[config.mk]
export PLATFORM = sky130hd
export DESIGN_NAME = vga_sync_decoder
export DESIGN_NICKNAME = d
export VERILOG_FILES = /design/src/rtl/vga_sync_decoder.sv
export SDC_FILE = /design/constraint.sdc
export NUM_CORES = 1
export LEC_CHECK = 0
export BUFFER_PORTS_ARGS = -buffer_cell sky130_fd_sc_hd__buf_2
export CORE_ASPECT_RATIO = 1.1
export CORE_MARGIN = 2
export CORE_UTILIZATION = 45
export DETAILED_ROUTE_END_ITERATION = 10
export GPL_TIMING_DRIVEN = 0
export MAX_ROUTING_LAYER = met4
export SLEW_MARGIN = 20
export SYNTH_ARGS = -nofsm -noshare
export SYNTH_HDL_FRONTEND = slang
export SYNTH_SLANG_ARGS = --single-unit
[constraint.sdc]
create_clock -name clk -period 2.4 [get_ports clk]
set_clock_uncertainty 0.05 [all_clocks]
set_input_delay 0.12 -clock clk [delete_from_list [all_inputs] [get_ports clk]]
set_output_delay 0.12 -clock clk [all_outputs]
set_load 0.01 [all_outputs]
[src/rtl/vga_sync_decoder.sv]
// vga_sync_decoder
//   Receive-side checker for a VGA timing stream. Registers hsync/vsync/de,
//   measures line length (clocks between hsync leading edges) and frame length
//   (hsync edges between vsync leading edges), recovers pixel coordinates and
//   declares lock once LOCK_FRAMES consecutive frames match the configured mode.
// Ports
//   clk           pixel clock
//   reset         synchronous, active-high reset
//   hsync, vsync  sync inputs, active level set by SYNC_POL
//   de            display enable
//   pix_valid     registered de (1 clock latency)
//   pix_x, pix_y  recovered column / row, aligned with pix_valid
//   h_total_meas  last measured line length in clocks
//   v_total_meas  last measured frame length in lines
//   locked        timing matches parameters
//   sync_err      one-cycle pulse on a timing mismatch (never while searching)
module vga_sync_decoder #(
  parameter int H_ACTIVE    = 640,
  parameter int H_TOTAL     = 800,
  parameter int V_TOTAL     = 525,
  parameter bit SYNC_POL    = 1'b0,
  parameter int LOCK_FRAMES = 2
) (
  input  logic        clk,
  input  logic        reset,
  input  logic        hsync,
  input  logic        vsync,
  input  logic        de,
  output logic        pix_valid,
  output logic [9:0]  pix_x,
  output logic [9:0]  pix_y,
  output logic [10:0] h_total_meas,
  output logic [10:0] v_total_meas,
  output logic        locked,
  output logic        sync_err
);

  typedef enum logic [1:0] {SEARCH = 2'd0, MEASURE = 2'd1, LOCKED = 2'd2} state_t;

  localparam logic [10:0] H_ACT_C = 11'(H_ACTIVE);
  localparam logic [10:0] H_TOT_C = 11'(H_TOTAL);
  localparam logic [10:0] V_TOT_C = 11'(V_TOTAL);
  localparam logic [7:0]  LOCK_C  = 8'(LOCK_FRAMES);

  function automatic logic [10:0] sat_inc11(input logic [10:0] v);
    return (v == 11'h7FF) ? v : v + 11'd1;
  endfunction

  function automatic logic [9:0] sat_inc10(input logic [9:0] v);
    return (v == 10'h3FF) ? v : v + 10'd1;
  endfunction

  logic        hs_p0_q, hs_p0_d, hs_p1_q, hs_p1_d;
  logic        vs_p0_q, vs_p0_d, vs_p1_q, vs_p1_d;
  logic        de_p0_q, de_p0_d, de_p1_q, de_p1_d;
  logic [10:0] h_cnt_q, h_cnt_d, v_cnt_q, v_cnt_d, de_cnt_q, de_cnt_d;
  logic        h_started_q, h_started_d;
  logic [10:0] h_meas_q, h_meas_d, v_meas_q, v_meas_d;
  logic [9:0]  pix_x_q, pix_x_d, pix_y_q, pix_y_d;
  logic        row_first_q, row_first_d;
  state_t      state_q, state_d;
  logic [7:0]  good_q, good_d;
  logic        frame_ok_q, frame_ok_d;
  logic        locked_q, locked_d, sync_err_q, sync_err_d;

  logic        hs_lead, vs_lead, de_fall, de_rise_in;
  logic        line_bad, frame_len_bad, run_bad;
  logic [7:0]  good_inc;

  // Stage p0/p1: polarity-normalised input registers and edge detect
  assign hs_lead    = hs_p0_q & ~hs_p1_q;
  assign vs_lead    = vs_p0_q & ~vs_p1_q;
  assign de_fall    = de_p1_q & ~de_p0_q;
  // Compared against the input so the row update lands with pix_valid.
  assign de_rise_in = de & ~de_p0_q;

  assign line_bad      = hs_lead & h_started_q & (h_cnt_q != H_TOT_C);
  assign frame_len_bad = (v_cnt_q != V_TOT_C);
  assign run_bad       = de_fall & (de_cnt_q != H_ACT_C);
  assign good_inc      = good_q + 8'd1;

  always_comb begin
    hs_p0_d = (hsync == SYNC_POL);
    vs_p0_d = (vsync == SYNC_POL);
    de_p0_d = de;
    hs_p1_d = hs_p0_q;
    vs_p1_d = vs_p0_q;
    de_p1_d = de_p0_q;

    // Line length: the first edge only arms the counter.
    h_cnt_d     = h_cnt_q;
    h_started_d = h_started_q;
    h_meas_d    = h_meas_q;
    if (hs_lead) begin
      if (h_started_q) h_meas_d = h_cnt_q;
      h_cnt_d     = 11'd1;
      h_started_d = 1'b1;
    end else if (h_started_q) begin
      h_cnt_d = sat_inc11(h_cnt_q);
    end

    // Frame length: an hsync edge coinciding with vsync belongs to the new frame.
    v_cnt_d  = v_cnt_q;
    v_meas_d = v_meas_q;
    if (vs_lead) begin
      v_meas_d = v_cnt_q;
      v_cnt_d  = hs_lead ? 11'd1 : 11'd0;
    end else if (hs_lead) begin
      v_cnt_d = sat_inc11(v_cnt_q);
    end

    // Active run length, valid at de fall
    de_cnt_d = de_cnt_q;
    if (de_p0_q) de_cnt_d = de_p1_q ? sat_inc11(de_cnt_q) : 11'd1;

    pix_x_d = pix_x_q;
    if (de) pix_x_d = de_p0_q ? sat_inc10(pix_x_q) : 10'd0;

    // After vsync the first de rise keeps the cleared row (0) instead of incrementing.
    pix_y_d     = pix_y_q;
    row_first_d = row_first_q;
    if (vs_lead) begin
      pix_y_d     = 10'd0;
      row_first_d = 1'b1;
    end else if (de_rise_in) begin
      pix_y_d     = row_first_q ? pix_y_q : sat_inc10(pix_y_q);
      row_first_d = 1'b0;
    end
  end

  // Stage p2: lock FSM
  always_comb begin
    state_d    = state_q;
    good_d     = good_q;
    frame_ok_d = frame_ok_q;
    sync_err_d = 1'b0;
    case (state_q)
      SEARCH: begin
        if (vs_lead) begin
          state_d    = MEASURE;
          good_d     = 8'd0;
          frame_ok_d = 1'b1;
        end
      end
      MEASURE: begin
        if (line_bad) begin
          frame_ok_d = 1'b0;
          sync_err_d = 1'b1;
        end
        if (vs_lead) begin
          frame_ok_d = 1'b1;
          if (frame_ok_q && !line_bad && !frame_len_bad) begin
            good_d = good_inc;
            if (good_inc >= LOCK_C) state_d = LOCKED;
          end else begin
            good_d = 8'd0;
            if (frame_len_bad) sync_err_d = 1'b1;
          end
        end
      end
      LOCKED: begin
        if (line_bad || (vs_lead && frame_len_bad) || run_bad) begin
          state_d    = MEASURE;
          good_d     = 8'd0;
          sync_err_d = 1'b1;
          // The frame in progress is tainted unless the drop falls exactly on its start.
          frame_ok_d = vs_lead;
        end else if (vs_lead) begin
          frame_ok_d = 1'b1;
        end
      end
      default: state_d = SEARCH;
    endcase
    locked_d = (state_d == LOCKED);
  end

  always_ff @(posedge clk) begin
    if (reset) begin
      hs_p0_q     <= 1'b0;
      hs_p1_q     <= 1'b0;
      vs_p0_q     <= 1'b0;
      vs_p1_q     <= 1'b0;
      de_p0_q     <= 1'b0;
      de_p1_q     <= 1'b0;
      h_cnt_q     <= 11'd0;
      h_started_q <= 1'b0;
      h_meas_q    <= 11'd0;
      v_cnt_q     <= 11'd0;
      v_meas_q    <= 11'd0;
      de_cnt_q    <= 11'd0;
      pix_x_q     <= 10'd0;
      pix_y_q     <= 10'd0;
      row_first_q <= 1'b0;
      state_q     <= SEARCH;
      good_q      <= 8'd0;
      frame_ok_q  <= 1'b0;
      locked_q    <= 1'b0;
      sync_err_q  <= 1'b0;
    end else begin
      hs_p0_q     <= hs_p0_d;
      hs_p1_q     <= hs_p1_d;
      vs_p0_q     <= vs_p0_d;
      vs_p1_q     <= vs_p1_d;
      de_p0_q     <= de_p0_d;
      de_p1_q     <= de_p1_d;
      h_cnt_q     <= h_cnt_d;
      h_started_q <= h_started_d;
      h_meas_q    <= h_meas_d;
      v_cnt_q     <= v_cnt_d;
      v_meas_q    <= v_meas_d;
      de_cnt_q    <= de_cnt_d;
      pix_x_q     <= pix_x_d;
      pix_y_q     <= pix_y_d;
      row_first_q <= row_first_d;
      state_q     <= state_d;
      good_q      <= good_d;
      frame_ok_q  <= frame_ok_d;
      locked_q    <= locked_d;
      sync_err_q  <= sync_err_d;
    end
  end

  assign pix_valid    = de_p0_q;
  assign pix_x        = pix_x_q;
  assign pix_y        = pix_y_q;
  assign h_total_meas = h_meas_q;
  assign v_total_meas = v_meas_q;
  assign locked       = locked_q;
  assign sync_err     = sync_err_q;

endmodule
==> flow_summary_export.csv, run 1 <==
group,metric,value,unit
routing,wl,9880,um
min_path,min_path_type,"in -> reg",
timing,setup_viol,0,
synth,synthTopCellsByArea,"dfxtp_1, nor2_1, ha_1",
layout,n_fill_cell,930,
timing,fmax,449,MHz
synth,synth_ff_type,"dfxtp_1",
outcome,outcome,"finished clean",
global_route,grt_pass1_wl,16100,um
synth,yosys_register_bits,96,
synth,synth.net_count,528,
timing,worst_pin_slew,0.658,ns
power,leakagePower,1.98,nW
timing,fin_crit,2.23,ns
timing,finalCritPeriodShare,92.9,%
setup_path,critPathLaunchType,"flip-flop",
synth,synth_top_area_share,42.6,%
power,p_switching,0.000755,W
timing,rsz0062_at_grt,"no",
global_route,antenna_found_initial,0,
synth,avgSynthCellArea,8.86,um^2
synth,synth_edf_count,0,
timing,worst_slack,0.171,ns
power,power_density,543,mW/mm^2
floorplan,die_w,99.4,um
routing,first_iter_violations,150,
synth,synthSimpleGateAreaFrac,24.8,%
synth,muxShareOfSynthArea,2.44,%
clock_network,numCtsBuffers,9,
routing,post_drt_via_cell_ratio,5.54,
synth,synth_xor_xnor_area_share,6.99,%
layout,num_antenna_cells,0,
layout,nets,595,
clock_network,path_clk_slew,0.10,ns
placed_design,port_buffers,49,
routing,routedWlPerCell,14.1,um
clock_network,clock_latency,0.37,ns
synth,ys_types,55,
routing,detail-route-antenna-nets,0,
timing,relSlewSlack,55.6,%
synth,syn_area,0.00451,mm^2
floorplan,initial_core_util,46.0,%
setup_path,crit_path_max_fanout,10,
min_path,whs_path_depth,3,
synth,synth_seq_area_share,42.6,%
timing,timing.hold.ws,0.389,ns
clock_network,clk_path_buf_depth,2,
setup_path,worstPathArrival,2.46,ns
synth,syn_inst,509,
layout,drive_above_1_share,14.6,%
power,internal-power,0.00207,W
floorplan,ios,50,
setup_path,worstPathRequired,2.63,ns
routing,vias,3883,
power,netSwitchingFraction,26.7,%
power,peakVddDrop,0.249,mV
power,power_frac_seq,57.9,%
clock_network,cts_sinks,96,
global_route,grt_max_degree,18,
routing,route.detailed.drc,0,
timing,final_hold_viol_count,0,
synth,ys_warn_count,0,
global_route,overflow,0,
floorplan,dieArea,0.0108,mm^2
global_route,grt_pass1_vias,3368,
power,combPwrFrac,7.3,%
floorplan,rows,38,
floorplan,coreArea,0.00979,mm^2
setup_path,endpoint_kind,"flip-flop",
placed_design,gp_congestion,0.888,
synth,yosys.area.top_type,"dfxtp_1",
synth,synth_top_family_by_area,"simple AND/OR/NAND/NOR gates",
synth,synth_fa_ha_area_share,3.88,%
synth,synth_compound_area_share,15.6,%
setup_path,crit_type,"reg -> reg",
synth,async_flop_share,0,%
clock_network,cts.htree.levels,3,
setup_path,ff2ff_path_depth,6,
placed_design,place_ws,-0.153,ns
placed_design,post-dp-hpwl,6980,um
routing,drt_first_pass_iters,4,
global_route,grt.total_usage,18.9,%
clock_network,cts_tree,"yes",
power,p_clk_share,34.8,%
clock_network,root_buffer,"clkbuf_8",
flow_run,maxCapViolations,0,
floorplan,die_h,109,um
timing,slew_violations,0,
layout,area_delta_synth_final,15.3,%
power groups by stage:
stage	Combinational, W	Clock [W]	Sequential [W]
5_1_grt	0.000230	0.00108	0.00164
3_5_place_dp	0.000194	0	0.00167
6_report	0.000206	0.000983	0.00163
4_1_cts	0.000202	0.00103	0.00163
2_1_floorplan	0.000136	0	0.00167
3_3_place_gp	0.000192	0	0.00167
worst paths after layout:
| check | start | end | slack [ns] |
|---|---|---|---|
| max reg2reg | de_cnt_q[2]$_SDFFE_PP0P_ | locked$_SDFF_PP0_ | 0.17 |
| max | de_cnt_q[2]$_SDFFE_PP0P_ | locked$_SDFF_PP0_ | 0.17 |
| min reg2reg | v_total_meas[5]$_SDFFE_PP0P_ | v_total_meas[5]$_SDFFE_PP0P_ | 0.43 |
| min | vsync | vs_p0_q$_SDFF_PP0_ | 0.39 |
placed cells by master (no fill, tap or decap), drive strengths merged, types with 17 or more instances in the layout:
master and count:
inv 21, nand2 23, nor2 75, nand3 21
xnor2 17, dfxtp 96, a21oi 25, buf 57
clkbuf 28, xor2 19
through the flow:
stage          power (W)  TNS, ns  utilization [%]  cells  cell area [um^2]
5_1_grt          0.00295        0             53.1    701              5200
3_5_place_dp     0.00187    -1.06             50.1    678              4900
4_1_cts          0.00286        0             52.4    698              5130
3_3_place_gp     0.00186   -0.777             50.1    678              4900
2_1_floorplan    0.00180        0                -    509              4510
6_report         0.00282        0             53.1    701              5200
Yosys cell counts (3+ instances only):
cell / instances
nor3_1: 16
dfxtp_1: 96
o21bai_1: 3
nor4_1: 10
and4_1: 6
or3_1: 10
nor2_1: 75
ha_1: 14
xnor2_1: 17
nand4_1: 14
nand4b_1: 6
a31oi_1: 3
and3_1: 8
nand3_1: 21
o21ai_0: 14
nand2_1: 23
a211oi_1: 3
nor3b_1: 3
a21oi_1: 25
nand3b_1: 3
a41oi_1: 6
a22o_1: 12
nor2b_1: 7
xor2_1: 19
nand2b_1: 4
clkbuf_1: 19
inv_1: 18
mux2i_1: 11
o31ai_1: 7
state kept, by name (all words and copies together) (netlist names), 2 cells and up:
name          count
de_cnt_q         11
good_q            8
h_cnt_q          11
h_total_meas     11
pix_x            10
pix_y            10
state_q           2
v_cnt_q          11
v_total_meas     11
final cells by class:
class                      count  area (um^2)  area share (%)
sequential                    96         1920            36.9
multi-input combinational    371         2480            47.7
buffer                        24         96.3            1.85
clock inverter                 7         53.8            1.03
timing repair buffer          56          308            5.92
clock buffer                   9          124            2.38
inverter                      18         67.6            1.30
tap                          120          150            2.89
repair_timing:
| action | in CTS | in global routing |
|---|---|---|
| setup endpoints to repair | 8 | 19 |
| gates resized for setup | 2 | 5 |
| pin swaps | 0 | 1 |
| buffers inserted | 0 | 3 |
| hold buffers | 4 | 0 |
| hold endpoints to repair | 4 | 0 |
routing by layer:
layer,wire length [um],part of all wire [%],track usage (%)
met4,165,1.7,7.93
met3,264,2.7,2.76
met5,0,0,-
met2,4650,47,30.2
met1,4810,49,24.2
kinds of logic (layout without fill, tap and decap cells):
logic type | count (synthesis) | after routing
flip-flops | 96 | 96
XOR/XNOR | 36 | 36
AND/OR/NAND/NOR | 214 | 214
adder cells (fa/ha/maj) | 14 | 14
buffers and inverters | 42 | 114
AO/OA/AOI/OAI | 96 | 96
multiplexers | 11 | 11
worst max-delay path: stages (launching register included):
cell	delay [ns]
dfxtp_1	0.37
or4_4	0.57
o311ai_4	0.36
and4_1	0.25
buf_4	0.19
o221ai_2	0.13
a211oi_2	0.22
No activity file was read; power rests on OpenSTA's default activity.
==> inputs of run 2 (changes only) <==
MAX_ROUTING_LAYER = default   (was met4)
==> run 2 against run 1 <==
  * Critical endpoint unchanged
  * Combinational power about the same
  * Via count down 0.49%
  * Non-clock buffer count unchanged
  * Register-to-register slack about the same
  * Die area unchanged
  * Core utilization unchanged
  * Critical path type unchanged
  * Global-route usage down 0.53 points
  * Count of clock-buffer cells in the layout unchanged
  * Total power about the same
==> flow_summary_export.csv, run 2 (same netlist as run 1, synthesis figures left out) <==
group,metric,value,unit
placed_design,gp_congestion,0.874,
setup_path,worstPathRequired,2.63,ns
timing,finalCritPeriodShare,92.8,%
power,leakagePower,1.98,nW
clock_network,numCtsBuffers,9,
global_route,grt_pass1_wl,16100,um
setup_path,critPathLaunchType,"flip-flop",
routing,vias,3864,
timing,relSlewSlack,55.5,%
floorplan,coreArea,0.00979,mm^2
setup_path,crit_path_max_fanout,10,
global_route,grt_pass1_vias,3364,
global_route,overflow,0,
timing,slew_violations,0,
flow_run,maxCapViolations,0,
setup_path,worstPathArrival,2.45,ns
power,peakVddDrop,0.249,mV
timing,setup_viol,0,
layout,drive_above_1_share,14.6,%
placed_design,port_buffers,49,
timing,rsz0062_at_grt,"no",
power,power_density,543,mW/mm^2
layout,layout_common_cells,"dfxtp_1, nor2_1, buf_2",
clock_network,root_buffer,"clkbuf_8",
min_path,min_path_type,"in -> reg",
floorplan,ios,50,
floorplan,rows,38,
routing,post_drt_via_cell_ratio,5.51,
timing,final_hold_viol_count,0,
timing,fin_crit,2.23,ns
clock_network,clock_latency,0.37,ns
layout,area_delta_synth_final,15.3,%
clock_network,clk_path_buf_depth,2,
timing,fmax,449,MHz
floorplan,initial_core_util,46.0,%
global_route,antenna_found_initial,0,
routing,route.detailed.drc,0,
layout,final_common_cell,"dfxtp_1",
timing,timing.hold.ws,0.391,ns
layout,fin_cells,701,
floorplan,die_w,99.4,um
layout,nets,595,
global_route,grt_max_degree,18,
timing,worst_pin_slew,0.659,ns
routing,wl,9890,um
clock_network,cts_sinks,96,
placed_design,place_inst,678,
placed_design,post-dp-hpwl,6980,um
clock_network,cts_tree,"yes",
routing,drt_first_pass_iters,4,
global_route,grt.total_usage,18.4,%
floorplan,dieArea,0.0108,mm^2
setup_path,crit_type,"reg -> reg",
layout,num_antenna_cells,0,
routing,routedWlPerCell,14.1,um
clock_network,path_clk_slew,0.10,ns
routing,first_iter_violations,156,
outcome,outcome,"finished clean",
floorplan,die_h,109,um
setup_path,endpoint_kind,"flip-flop",
routing,detail-route-antenna-nets,0,
clock_network,cts.htree.levels,3,
run 2: area by class of cell:
cell class	count	area, um^2
fillers	930	4590
multi-input cells	371	2480
flip-flops and latches	96	1920
repair buffers	56	308
well taps	120	150
clock buffers	9	124
plain buffers	24	96.3
inverters	18	67.6
clock inverters	7	53.8
run 2: critical path, stage by stage, from the launching register on:
cell	delay, ns
dfxtp_1	0.37
or4_4	0.57
o311ai_4	0.36
and4_1	0.25
buf_4	0.19
o221ai_2	0.13
a211oi_2	0.22
run 2: routing by layer:
| layer | share of wire (%) | track usage, % |
|---|---|---|
| met3 | 3.3 | 2.95 |
| met1 | 48 | 24.1 |
| met2 | 48 | 30.2 |
| met4 | 0.98 | 7.93 |
| met5 | 0 | 0 |
run 2: report_power, final:
group | leakage (nW) | total, W | switching [W] | internal [W]
clock network | 0.0827 | 0.000982 | 0.000596 | 0.000385
logic | 1.12 | 0.000206 | 0.000136 | 0.0000700
registers | 0.776 | 0.00163 | 0.0000215 | 0.00161
run 2: timing repair:
action,4_1_cts,5_1_grt
hold buffers,4,0
setup buffers,0,3
hold endpoints to repair,4,0
gates cloned,0,0
endpoints found under the setup margin,8,19
gates resized for setup,2,5
pin swaps,0,1
run 2: final timing paths:
kind | start | to | slack, ns | cells past startpoint
hold reg to reg | v_total_meas[5]$_SDFFE_PP0P_ | v_total_meas[5]$_SDFFE_PP0P_ | 0.43 | 1
setup / recovery | de_cnt_q[2]$_SDFFE_PP0P_ | locked$_SDFF_PP0_ | 0.17 | 6
hold / removal | vsync | vs_p0_q$_SDFF_PP0_ | 0.39 | 3
setup reg to reg | de_cnt_q[2]$_SDFFE_PP0P_ | locked$_SDFF_PP0_ | 0.17 | 6
run 2: stage by stage:
stage                     setup WS [ns]  setup TNS, ns  power (W)  utilization, %  instance area [um^2]
final                             0.174              0    0.00282            53.1                  5200
after global routing             0.0264              0    0.00295            53.1                  5200
after CTS                        0.0200              0    0.00286            52.4                  5130
after detailed placement         -0.153          -1.06    0.00187            50.1                  4900
after global placement           -0.120         -0.777    0.00186            50.1                  4900
after floorplan                   0.450              0    0.00180               -                  4510
==> inputs of run 3 (changes only) <==
==> constraint.sdc (replaced) <==
create_clock -name clk -period 2.4 [get_ports clk]
set_clock_uncertainty 0.05 [all_clocks]
set_input_delay 0.48 -clock clk [delete_from_list [all_inputs] [get_ports clk]]
set_output_delay 0.48 -clock clk [all_outputs]
set_load 0.01 [all_outputs]
==> run 3 against run 2 <==
  * Worst hold slack got worse by 0.18 ns
  * Via count fell by 0.31%
  * Highest routed layer unchanged
  * Critical path type unchanged
  * Non-clock buffer count shrank 4
  * Sequential power about the same
  * Total power shrank 0.29%
  * Largest power group unchanged
  * Sequential share of layout area grew 0.29 points
==> flow_summary_export.csv, run 3 (same netlist as run 1, synthesis figures left out) <==
group,metric,value,unit
timing,timing.hold.ws,0.214,ns
global_route,antenna_found_initial,0,
routing,wl_met1,4700,um
global_route,grt_max_degree,18,
layout,area_delta_synth_final,14.5,%
setup_path,worstPathArrival,2.45,ns
routing,wl,9800,um
timing,slew_violations,0,
global_route,grt_pass1_vias,3357,
floorplan,die_w,99.4,um
routing,first_iter_violations,158,
clock_network,path_clk_slew,0.10,ns
placed_design,gp_congestion,0.874,
clock_network,numCtsBuffers,9,
routing,routedWlPerCell,14.1,um
routing,wl_met3,299,um
routing,dr_wl_met2,4660,um
floorplan,die_h,109,um
timing,final_hold_viol_count,0,
clock_network,cts_hold_buf,0,
placed_design,post-dp-hpwl,6980,um
layout,postLayoutCellArea,0.00516,mm^2
power,power_density,545,mW/mm^2
flow_run,maxCapViolations,0,
layout,drive_above_1_share,14.7,%
timing,finalCritPeriodShare,93.0,%
timing,fmax,448,MHz
power,peakVddDrop,0.249,mV
routing,detail-route-antenna-nets,0,
routing,post_drt_via_cell_ratio,5.53,
clock_network,cts_tree,"yes",
layout,n_fill_cell,932,
power,leakagePower,1.96,nW
setup_path,endpoint_kind,"flip-flop",
layout,num_antenna_cells,0,
floorplan,dieArea,0.0108,mm^2
timing,setup_viol,0,
routing,vias,3852,
setup_path,crit_type,"reg -> reg",
global_route,grt.total_usage,18.3,%
clock_network,clock_latency,0.37,ns
routing,route.detailed.drc,0,
floorplan,rows,38,
placed_design,place_area,0.00490,mm^2
placed_design,place_inst,678,
routing,drt_first_pass_iters,4,
clock_network,root_buffer,"clkbuf_8",
routing,dr.max_layer_used,"met4",
timing,rsz0062_at_grt,"no",
layout,fin_cells,697,
setup_path,critPathLaunchType,"flip-flop",
layout,nets,591,
layout,layout_common_cells,"dfxtp_1, nor2_1, buf_2",
clock_network,cts_sinks,96,
layout,final_common_cell,"dfxtp_1",
layout,final_util,52.7,%
setup_path,crit_path_max_fanout,10,
global_route,grt_pass1_wl,16000,um
placed_design,port_buffers,49,
min_path,min_path_type,"in -> reg",
floorplan,coreArea,0.00979,mm^2
setup_path,worstPathRequired,2.62,ns
global_route,overflow,0,
outcome,outcome,"finished clean",
floorplan,initial_core_util,46.0,%
floorplan,ios,50,
timing,worst_pin_slew,0.660,ns
timing,relSlewSlack,55.4,%
clock_network,clk_path_buf_depth,2,
clock_network,cts.htree.levels,3,
timing,fin_crit,2.23,ns
## run 3: critical path, cell delays in order (launching register included)
cell	delay, ns
dfxtp_1	0.37
or4_4	0.57
o311ai_4	0.36
and4_1	0.25
buf_4	0.19
o221ai_2	0.13
a211oi_2	0.22
## run 3: final timing paths
kind / start / end / slack (ns) / cells after the start
setup / recovery: de_cnt_q[2]$_SDFFE_PP0P_ / locked$_SDFF_PP0_ / 0.17 / 6
hold / removal: vsync / vs_p0_q$_SDFF_PP0_ / 0.21 / 2
setup reg to reg: de_cnt_q[2]$_SDFFE_PP0P_ / locked$_SDFF_PP0_ / 0.17 / 6
hold reg to reg: v_total_meas[5]$_SDFFE_PP0P_ / v_total_meas[5]$_SDFFE_PP0P_ / 0.43 / 1
## run 3: final cells by class
class                      instances  area, um^2  area share (%)
sequential                        96        1920            37.2
timing repair buffer              52         268            5.19
inverter                          18        67.6            1.31
buffer                            24        96.3            1.87
clock inverter                     7        53.8            1.04
clock buffer                       9         124            2.40
tap                              120         150            2.91
multi-input combinational        371        2480            48.0
## run 3: metrics by stage
stage,TNS [ns],power [W],setup slack (ns)
global placement,-0.777,0.00186,-0.120
floorplan,0,0.00180,0.450
global route,0,0.00294,0.0264
detailed placement,-1.06,0.00187,-0.153
CTS,0,0.00286,0.0200
finish,0,0.00281,0.168
## run 3: power breakdown
group          internal (W)  total, W  switching [W]
Clock              0.000385  0.000979       0.000593
Sequential          0.00161   0.00163      0.0000215
Combinational     0.0000658  0.000201       0.000135
## run 3: layer usage
metal / global-route usage (%) / vias to the layer above
li1: - / 1969
met1: 24.1 / 1820
met2: 30.0 / 53
met3: 2.95 / 10
met4: 7.93 / 0
met5: 0 / -
## run 3: repair_timing
action	CTS	global route
endpoints found under the hold margin	0	0
endpoints found under the setup margin	8	19
gates resized for setup	2	5
buffers inserted	0	3
pin swaps	0	1
